**src/rtl/vasya_s27_bist_pkg.sv**
```systemverilog
// Shared types and constants for the s27 BIST controller: FSM state encoding,
// LFSR/MISR widths, MISR feedback polynomial, LFSR taps and the LFSR step function.
package vasya_s27_bist_pkg;

    typedef enum logic [1:0] {
        ST_IDLE = 2'd0,
        ST_RUN  = 2'd1,
        ST_DONE = 2'd2
    } state_t;

    localparam int              LFSR_W     = 4;
    localparam int              MISR_W     = 8;
    localparam int              CNT_W      = 8;
    localparam logic [MISR_W-1:0] MISR_POLY = 8'h1D;

    // Taps of the maximal-length x^4 + x^3 + 1 shift register.
    localparam int LFSR_TAP_HI = 3;
    localparam int LFSR_TAP_LO = 2;

    // One LFSR advance: shift left, feed back the XOR of the two taps.
    function automatic logic [LFSR_W-1:0] lfsr_next(input logic [LFSR_W-1:0] l);
        return {l[LFSR_W-2:0], l[LFSR_TAP_HI] ^ l[LFSR_TAP_LO]};
    endfunction

endpackage

```
**src/rtl/vasya_s27_misr.sv**
```systemverilog
// 8-bit multiple-input signature register compacting the single-bit s27 response.
// clr zeroes the signature; en absorbs din on the rising edge.
module vasya_s27_misr
    import vasya_s27_bist_pkg::*;
(
    input  logic              CK,
    input  logic              RST,
    input  logic              clr,
    input  logic              en,
    input  logic              din,
    output logic [MISR_W-1:0] sig
);

    // Signature register: shift with polynomial feedback, XOR in the new response bit.
    always_ff @(posedge CK) begin
        // NOTE: sequential state is assigned with <= so every flop samples pre-edge values.
        if (RST || clr) begin
            sig <= '0;
        end else if (en) begin
            sig <= {sig[MISR_W-2:0], 1'b0}
                 ^ (sig[MISR_W-1] ? MISR_POLY : '0)
                 ^ {{(MISR_W-1){1'b0}}, din};
        end
    end

endmodule

```
**src/rtl/vasya_s27_bist_ctrl.sv**
```systemverilog
// BIST controller for the s27 core: applies PATTERNS vectors from a 4-bit LFSR on
// G0..G3 and compacts G17 into an 8-bit MISR signature reported on SIG with DONE.
// Optional build macro VASYA_S27_BIST_GOLDEN_CMP_EN adds a PASS output comparing
// the final signature against GOLDEN.
module vasya_s27_bist_ctrl
    import vasya_s27_bist_pkg::*;
#(
    parameter int                PATTERNS = 15,
    parameter logic [LFSR_W-1:0] SEED     = 4'b0001,
    parameter logic [MISR_W-1:0] GOLDEN   = 8'h00
) (
    input  logic              CK,
    input  logic              RST,
    input  logic              START,
    input  logic              G17,
    output logic              G0,
    output logic              G1,
    output logic              G2,
    output logic              G3,
    output logic              BUSY,
    output logic              DONE,
    output logic [MISR_W-1:0] SIG
`ifdef VASYA_S27_BIST_GOLDEN_CMP_EN
    ,
    output logic              PASS
`endif
);

    localparam logic [CNT_W-1:0] LAST_CNT = CNT_W'(PATTERNS - 1);

    // An all-zero seed locks the LFSR; the counter limits the run length.
    if (SEED == '0) begin : g_bad_seed
        $error("vasya_s27_bist_ctrl: SEED must be non-zero");
    end
    if (PATTERNS < 1 || PATTERNS > 255) begin : g_bad_patterns
        $error("vasya_s27_bist_ctrl: PATTERNS must be within 1..255");
    end

    state_t              state_q, state_d;
    logic [LFSR_W-1:0]   lfsr_q;
    logic [CNT_W-1:0]    cnt_q;
    logic                load;
    logic                advance;
    logic                run;

    // State register; reset wins over any pending START.
    always_ff @(posedge CK) begin
        if (RST) state_q <= ST_IDLE;
        else     state_q <= state_d;
    end

    // Next-state decode plus the load/advance strobes for LFSR, counter and MISR.
    always_comb begin
        // NOTE: every output of this block gets a default first so no latch is inferred.
        state_d = state_q;
        load    = 1'b0;
        advance = 1'b0;
        unique case (state_q)
            ST_IDLE, ST_DONE: begin
                if (START) begin
                    state_d = ST_RUN;
                    load    = 1'b1;
                end
            end
            ST_RUN: begin
                advance = 1'b1;
                if (cnt_q == LAST_CNT) state_d = ST_DONE;
            end
            default: state_d = ST_IDLE;
        endcase
    end

    // Pattern generator and vector counter: reload on entry to RUN, step on each RUN edge.
    always_ff @(posedge CK) begin
        if (RST || load) begin
            lfsr_q <= SEED;
            cnt_q  <= '0;
        end else if (advance) begin
            lfsr_q <= lfsr_next(lfsr_q);
            cnt_q  <= cnt_q + 1'b1;
        end
    end

    vasya_s27_misr u_misr (
        .CK  (CK),
        .RST (RST),
        .clr (load),
        .en  (advance),
        .din (G17),
        .sig (SIG)
    );

    // Outputs are pure decodes of registered state, never of G17.
    always_comb begin
        run  = (state_q == ST_RUN);
        BUSY = run;
        DONE = (state_q == ST_DONE);
        G0   = run & lfsr_q[0];
        G1   = run & lfsr_q[1];
        G2   = run & lfsr_q[2];
        G3   = run & lfsr_q[3];
    end

`ifdef VASYA_S27_BIST_GOLDEN_CMP_EN
    // PASS rises and falls together with DONE, since both decode the same state flops.
    always_comb begin
        PASS = (state_q == ST_DONE) && (SIG == GOLDEN);
    end
`else
    // GOLDEN has no consumer in this build; fold it into a deliberately unused net.
    logic unused_golden;
    assign unused_golden = ^GOLDEN;
`endif

endmodule

```
**config.mk**
```make
export PLATFORM = sky130hd
export DESIGN_NAME = vasya_s27_bist_ctrl
export DESIGN_NICKNAME = d
export VERILOG_FILES = /design/src/rtl/vasya_s27_bist_pkg.sv /design/src/rtl/vasya_s27_misr.sv /design/src/rtl/vasya_s27_bist_ctrl.sv
export SDC_FILE = /design/constraint.sdc
export NUM_CORES = 1
export LEC_CHECK = 0
export BUFFER_PORTS_ARGS = -buffer_cell sky130_fd_sc_hd__buf_2
export CAP_MARGIN = 10
export CORE_MARGIN = 1.5
export CORE_UTILIZATION = 30
export CTS_CLUSTER_DIAMETER = 100
export CTS_CLUSTER_SIZE = 25
export DETAILED_ROUTE_END_ITERATION = 8
export PLACE_DENSITY = 0.58
export SLEW_MARGIN = 5
export SYNTH_ARGS = -nofsm -noshare
export SYNTH_HDL_FRONTEND = slang
export SYNTH_HIERARCHICAL = 1
export SYNTH_SLANG_ARGS = --single-unit
export TNS_END_PERCENT = 20
```
**constraint.sdc**
```tcl
create_clock -name CK -period 2.4 [get_ports CK]
set_input_delay 0 -clock CK [delete_from_list [all_inputs] [get_ports CK]]
set_output_delay 0 -clock CK [all_outputs]
set_load 0.005 [all_outputs]
```
==> reports/metrics.csv <==
metric,value,unit
grt_pass1_wl,2904,um
finalClockSkew,0.008343,ns
worstSetupEndpoint,state_q[0],
maxCapViolCount,0,
dp_cells,165,
grt_use_total,10.46,%
firstDrtPassIters,4,
worst_hold_slack,0.4750,ns
cp.depth,5,
syn_nets,115,
wl_per_cell,10.12,um
gp_congestion,0.7813,
cp-start-kind,register,
cts.path.max_buffers,2,
post_dp_cell_area,1109,um2
dp_hpwl,1287,um
swShare,21.76,%
cp_max_fo,21,
critPathArrivalTime,2.31,ns
grt_pass1_vias,696,
row_count,20,
timing.final.ws_setup,0.3049,ns
die_h,61.05,um
clockPowerShare,38.4,%
clk_latency,0.31,ns
fin_crit,2.095,ns
slew_headroom,66.32,%
netlist_area,1011,um2
synth-seq-cells,22,
slowest_delay,0.56,ns
pre_cts_slack,0.6900,ns
path_clk_slew,0.12,ns
numCtsBuffers,3,
grt_max_degree,22,
worstPathBufferInverterCount,2,
fill_cells,324,
r2r-end,state_q[0],
die-width,61.05,um
io_buffers,17,
crit-reg2reg-launch,state_q[1],
drcViolationCount,0,
viasPerCell,4.514,
dieArea,3727,um2
status,completed,
startpoint,state_q[1],
cp-end-kind,register,
rsz0062_at_grt,no,
cp_slowest_cell,dlygate4sd3_1,
powerDensity,607.9,nW/um2
cts_tree,done,
crit_chain,nand2b_1 > clkinvlp_4 > o21ai_0 > a21oi_1 > dlygate4sd3_1,
power.leakage,0.4852,nW
syn_avg_cell_area,9.275,um2
core,3128,um2
drive_gt1_share,25.58,%
fmax,477.3,MHz
yosysSeqAreaShare,43.56,%
antenna_found_initial,0,
num_vias,781,
initial_core_util,32.32,%
synthTopCellsByArea,"dfxtp_1, xnor2_1, a211oi_2",
setup_viol,0,
sequentialPowerShare,52.3,%
post-route-period-util,87.30,%
yosysWarnings,6,
post_cts_buffers,0,
cts-root-buf,clkbuf_4,
finalMaxSlewViolations,0,
drtIter0Drc,40,
hold_class,register to register,
ys_types,31,
wl,1750,um
fin_nets,136,
final_cell_count_no_fill,173,
yosys.area.top_type,dfxtp_1,
htree_levels,1,
synth_top_area_share,43.56,%
worstPathRequired,2.61,ns
antennaDiodeCount,0,
ir_drop,0.3932,mV
tightest_slew,0.5052,ns
area_growth,19.18,%
pin_count,18,
intPower,0.5730,mW
min_from,lfsr_q[1],
r2r_cells,5,
finalInstanceArea,1205,um2
path_class,register to register,
gr-total-overflow,0,
combPwrFrac,9.3,%
rrSetupSlack,0.30,ns
cp_top_family,buffers and inverters,
tns,0,ns
final_hold_viol_count,0,
clock-sinks,22,
synthCells,109,
p_sw,0.1594,mW
ant_nets,0,
worst reg2reg max path, cell delays in order, from the launching register on:
cell           delay [ns]
dfxtp_1              0.37
nand2b_1             0.33
clkinvlp_4           0.45
o21ai_0              0.21
a21oi_1              0.09
dlygate4sd3_1        0.56
final cells by class:
class | instances | area [um2] | share of cell area, %
multi-input combinational | 74 | 498.0 | 41.33
sequential | 22 | 440.4 | 36.55
timing repair buffer | 21 | 125.1 | 10.38
tap | 44 | 55.05 | 4.569
inverter | 8 | 33.78 | 2.804
clock inverter | 1 | 30.03 | 2.492
clock buffer | 3 | 22.52 | 1.869
layout by cell type, fill, tap and decap left out, drive strengths merged:
master,count
or3,4
buf,17
nand4b,1
ha,2
o21ba,1
bufinv,1
xnor2,6
nand3b,1
or2,1
a211o,1
nor3,1
nand4,1
nor2,11
a211oi,5
nand2,9
and2,1
clkbuf,3
clkinvlp,1
mux2i,4
o31ai,1
dlygate4sd3,4
dfxtp,22
nand2b,3
o21ai,5
nor2b,2
nand3,2
inv,7
or4,2
a21oi,10
repair_timing:
item,in CTS,in global routing
hold buffers,4,0
resized for setup,0,1
hold endpoints to repair,3,0
setup endpoints to repair,0,1
flip-flops by register name, summed over array words and instances, names as in the netlist:
signal and count:
lfsr_q 4, state_q 2, u_misr/sig 8, cnt_q 8
kinds of logic (layout without fill, tap and decap cells):
group / after synthesis / in the layout / share of synthesized area [%]
simple gates: 39 / 39 / 21.53
buf+inv: 13 / 33 / 7.177
xor+xnor: 6 / 6 / 5.198
mux: 4 / 4 / 3.961
compound gates: 23 / 23 / 16.09
flops: 22 / 22 / 43.56
fa+ha+maj: 2 / 2 / 2.475
Yosys cell counts:
cell      number
nand4b_1       1
or3_2          2
nor2b_1        2
a21oi_1        9
or2_1          1
nand2b_1       3
a211oi_1       1
buf_2          1
nor3_2         1
nand2_1        9
o21ai_0        5
nor2_1        11
xnor2_1        6
nand3_1        2
nand4_2        1
or4_4          2
inv_1          7
a211o_1        1
a211oi_2       4
or3_1          2
mux2i_1        4
and2_1         1
ha_1           2
o21ba_1        1
o31ai_1        1
clkbuf_1       1
nand3b_1       1
a21oi_2        1
dfxtp_1       22
buf_6          3
clkinv_1       1
per-layer routing:
metal  global-route usage [%]  vias to the layer above  share of wire (%)
li1                         -                      408                  -
met2                    17.48                       20                 47
met4                    1.863                        0               0.51
met5                        0                        -                  0
met1                    12.74                      351                 47
met3                    4.412                        2                5.3
power by group through the flow:
| stage | Clock, mW | Sequential [mW] | Combinational, mW |
|---|---|---|---|
| finish | 0.281 | 0.383 | 0.0678 |
| global route | 0.310 | 0.385 | 0.0780 |
| CTS | 0.293 | 0.384 | 0.0682 |
| detailed placement | 0 | 0.392 | 0.0622 |
| global placement | 0 | 0.391 | 0.0608 |
| floorplan | 0 | 0.391 | 0.0502 |
worst min path at each step:
stage	end	slack, ns	cells after the start
floorplan	state_q[0]	0.07	1
global placement	state_q[0]	0.19	2
detailed placement	state_q[0]	0.19	2
CTS	lfsr_q[1]	0.48	2
global route	lfsr_q[2]	0.50	2
finish	lfsr_q[1]	0.48	2
stage by stage:
| stage | power [mW] | utilization (%) |
|---|---|---|
| 3_5_place_dp | 0.4541 | 35.44 |
| 2_1_floorplan | 0.4410 | - |
| 4_1_cts | 0.7446 | 38.40 |
| 5_1_grt | 0.7728 | 38.52 |
| 6_report | 0.7324 | 38.52 |
| 3_3_place_gp | 0.4523 | 35.44 |
(Power assumes the default switching activity.)
